## config.mk

```make
export PLATFORM = sky130hd
export DESIGN_NAME = demux8_stream
export DESIGN_NICKNAME = d
export VERILOG_FILES = /design/src/rtl/demux8_stream.sv
export SDC_FILE = /design/constraint.sdc
export NUM_CORES = 1
export LEC_CHECK = 0
export CAP_MARGIN = 25
export CORE_ASPECT_RATIO = 0.75
export CORE_MARGIN = 3
export CORE_UTILIZATION = 30
export DETAILED_ROUTE_END_ITERATION = 12
export SYNTH_ARGS = -nofsm -noshare
export SYNTH_HDL_FRONTEND = slang
export SYNTH_SLANG_ARGS = --single-unit
```

## constraint.sdc

```tcl
create_clock -name clk -period 1.25 [get_ports clk]
set_input_delay 0.1875 -clock clk [delete_from_list [all_inputs] [get_ports clk]]
set_output_delay 0.1875 -clock clk [all_outputs]
set_load 0.02 [all_outputs]
```

## src/rtl/demux8_stream.sv

```systemverilog
// 1-to-2 stream demultiplexer: each accepted input byte lands in the one-entry
// output register of channel A or B, chosen by s or by a round-robin pointer.
module demux8_stream #(
  parameter int WIDTH = 8,
  parameter int CNTW  = 8
) (
  input  logic             clk,
  input  logic             rst_n,
  input  logic [WIDTH-1:0] in_data,
  input  logic             in_valid,
  output logic             in_ready,
  input  logic             s,
  input  logic             mode,
  output logic [WIDTH-1:0] a_data,
  output logic             a_valid,
  input  logic             a_ready,
  output logic [WIDTH-1:0] b_data,
  output logic             b_valid,
  input  logic             b_ready,
  output logic [CNTW-1:0]  cnt_a,
  output logic [CNTW-1:0]  cnt_b
);

  // Handshake: a transfer happens on a rising edge where valid && ready; the
  // producer holds data/valid until then, and ready never waits on valid.

  localparam logic [CNTW-1:0] CNT_ONE = {{(CNTW-1){1'b0}}, 1'b1};

  logic rr;
  logic dest;
  logic dest_valid;
  logic dest_ready;
  logic accept;
  logic load_a;
  logic load_b;
  logic a_fire;
  logic b_fire;

  always_comb begin
    dest       = mode ? rr : s;
    dest_valid = dest ? b_valid : a_valid;
    dest_ready = dest ? b_ready : a_ready;
  end

  // A full register still accepts when it is draining on the same edge.
  assign in_ready = !dest_valid || dest_ready;
  assign accept   = in_valid && in_ready;
  assign load_a   = accept && !dest;
  assign load_b   = accept && dest;
  assign a_fire   = a_valid && a_ready;
  assign b_fire   = b_valid && b_ready;

  always_ff @(posedge clk or negedge rst_n) begin
    if (!rst_n) begin
      a_data  <= '0;
      a_valid <= 1'b0;
      b_data  <= '0;
      b_valid <= 1'b0;
      cnt_a   <= '0;
      cnt_b   <= '0;
      rr      <= 1'b0;
    end else begin
      if (load_a) begin
        a_data  <= in_data;
        a_valid <= 1'b1;
      end else if (a_fire) begin
        a_valid <= 1'b0;
      end

      if (load_b) begin
        b_data  <= in_data;
        b_valid <= 1'b1;
      end else if (b_fire) begin
        b_valid <= 1'b0;
      end

      if (a_fire) cnt_a <= cnt_a + CNT_ONE;
      if (b_fire) cnt_b <= cnt_b + CNT_ONE;

      // The pointer only advances on a real round-robin accept.
      if (accept && mode) rr <= ~rr;
    end
  end

endmodule

```

==> impl_metrics.csv <==
group,metric,value,unit
status,status,"finished, violations left",
status,violations,"negative setup slack",
clocking,holdBufCountCts,0,
clocking,clock_latency,0.28,ns
route,dr.first_iter.drc_count,11,
layout,layout_common_cells,"dfrtp_1 (35), dlygate4sd2_1 (25), buf_4 (20), clkdlybuf4s50_1 (13), mux2_4 (10)",
timing,final_hold_viol_count,0,
global_route,first_global_vias,1165,
route,vias_per_cell,4.61,
setup_path,startpoint,"rr",
setup_path,r2r-start,"rr",
power,power_density,2000,mW/mm2
hold_path,hold_class,"in2async",
logic_synthesis,synth_area_leaders,"dfrtp_1 (61%), mux2_2 (15%), xnor2_1 (4.3%)",
logic_synthesis,synth_top_area_cell,"dfrtp_1",
timing,finalCriticalPeriod,1.57,ns
route,drt_drc_violations_left,0,
layout,area_delta_synth_final,61.3,%
timing,finalClockSkew,0.00168,ns
setup_path,required,1.06,ns
logic_synthesis,synth_area_per_cell,14.1,um2
logic_synthesis,synth_area,0.00143,mm2
job,cap_violations,0,
layout,final_common_cell,"dfrtp_1",
logic_synthesis,synth-edff-count,0,
logic_synthesis,ys.flop_type,"dfrtp_1",
clocking,cts.sinks,35,
logic_synthesis,yosys_register_bits,35,
route,routed_wl,3460,um
floorplanning,core-area,0.00452,mm2
timing,hold_ws,0.276,ns
power,p_total,4.60,mW
floorplanning,die_x,85.7,um
route,firstDrtPassIters,4,
floorplanning,dieHeight,65.7,um
global_route,grt.total_usage,0.134,
logic_synthesis,synth_cell_types,21,
route,ant_nets,0,
floorplanning,rows,21,
layout,antenna_cells,0,
timing,setup_viol,18,
placed_design,pre_cts_ws,-0.827,ns
setup_path,worst_ep_arrival_time,1.39,ns
clocking,htreeDepth,2,
setup_path,reg2reg_depth,4,
route,wire_per_inst,14.5,um
clocking,clk_pin_slew,0.07,ns
global_route,grt_overflow_total,0,
clocking,cts-buffers-inserted,5,
clocking,cts_root_buf,"clkbuf_8",
timing,setup-tns-final,-2.90,ns
layout,area.sequential,876,um2
setup_path,r2r_end,"b_data[5]",
layout,drive_gt1_frac,0.343,
setup_path,cp_max_fo,2,
layout,stdcell_count,238,
route,dr_total_vias,1097,
timing,tightest_slew,0.288,ns
logic_synthesis,syn-num-nets,118,
layout,finalNetCount,197,
setup_path,path_class,"reg2out",
setup_path,end_kind,"output port",
placed_design,place_inst,226,
logic_synthesis,synth-async-reset-ratio,1.00,
timing,fmax,635,MHz
global_route,antenna_found_initial,0,
global_route,grt_max_degree,36,
floorplanning,io_pins,50,
timing,finalMaxSlewViolations,0,
global_route,grt_pass1_wl,5760,um
timing,rsz0062_at_grt,"true",
logic_synthesis,ys_seq_area_frac,0.613,
floorplanning,initial_core_util,0.316,
floorplanning,dieArea,0.00563,mm2
timing,post-route-period-util,1.26,
timing,max_slew_margin,0.807,
setup_path,critPathLaunchType,"flop",
logic_synthesis,synth_warnings,0,
setup_path,endpoint,"in_ready",
layout,multiInputGateArea,639,um2
logic_synthesis,postSynthCellCount,101,
logic_synthesis,synth_top_area_share,0.613,
power,ir_drop,0.951,mV
placed_design,gp_congestion,0.804,
power,leakage,1.14,nW
timing,final.setup.worst_slack,-0.325,ns
placed_design,numPortBuffers,49,
layout,fillers,426,
setup_path,reg2reg_slack,-0.21,ns
clocking,cts_tree,"done",
clocking,cts_buffer_depth,2,
==> flip-flops by register name (all words and copies together), names as in the netlist <==
| register | count |
|---|---|
| a_data | 8 |
| b_valid | 1 |
| rr | 1 |
| cnt_a | 8 |
| a_valid | 1 |
| b_data | 8 |
| cnt_b | 8 |
==> through the flow <==
step                 util  area [um2]
floorplan               -        1430
global placement    0.475        2150
detailed placement  0.475        2150
CTS                 0.507        2290
global route        0.510        2300
finish              0.510        2300
==> how the worst min path moves through the flow <==
stage,from,to,slack [ns],cells past startpoint
floorplan,rst_n,a_data[0],-0.11,0
global placement,cnt_a[7],cnt_a[7],0.46,1
detailed placement,cnt_a[7],cnt_a[7],0.46,1
CTS,rst_n,b_data[6],0.28,2
global route,rst_n,b_data[6],0.28,2
finish,rst_n,b_data[1],0.28,2
==> per-layer routing <==
metal,share of wire,wire length [um],vias up,GRT usage
met5,0,0,-,0
met4,0.0098,34,0,0.0415
met3,0.088,303,5,0.0576
met2,0.48,1660,41,0.211
met1,0.42,1470,537,0.166
li1,-,-,514,-
==> Yosys cell counts (2+ instances only) <==
cell type  number
nor3_1          2
xor2_1          7
mux2_2         19
nor2_1          2
nand2b_1        2
and3_1          2
nand2_1         9
xnor2_1         7
ha_1            2
dfrtp_1        35
nand4_1         3
nand3_1         2
==> where the power goes <==
part | switching (mW) | leakage [nW] | internal (mW)
clock network | 0.381 | 0.0515 | 0.502
registers | 0.252 | 0.430 | 1.50
logic | 1.01 | 0.659 | 0.957
==> timing repair <==
action | in CTS | in global routing
cloned | 2 | 0
gates resized for setup | 58 | 17
pin swaps | 1 | 0
setup endpoints to repair | 52 | 31
endpoints found under the hold margin | 0 | 0
buffers inserted | 2 | 1
==> final cells by class <==
class | instances | area share
tap | 57 | 0.0310
multi-input combinational | 67 | 0.278
timing repair buffer | 71 | 0.268
sequential | 35 | 0.380
clock buffer | 8 | 0.0435
==> worst max-delay path: stages (launching register included) <==
cell     delay, ns
dfrtp_1       0.40
mux2i_2       0.23
mux2_4        0.34
buf_6         0.13
==> cells by family (layout without fill, tap and decap cells) <==
family          after synthesis  after routing  share of synthesized area
compound gates                2              2                     0.0105
simple gates                 27             29                      0.110
mux                          20             20                      0.160
buf+inv                       1             79                    0.00350
xor+xnor                     14             14                     0.0859
fa+ha+maj                     2              2                     0.0175
flops                        35             35                      0.613
No activity file was read; power rests on OpenSTA's default activity.
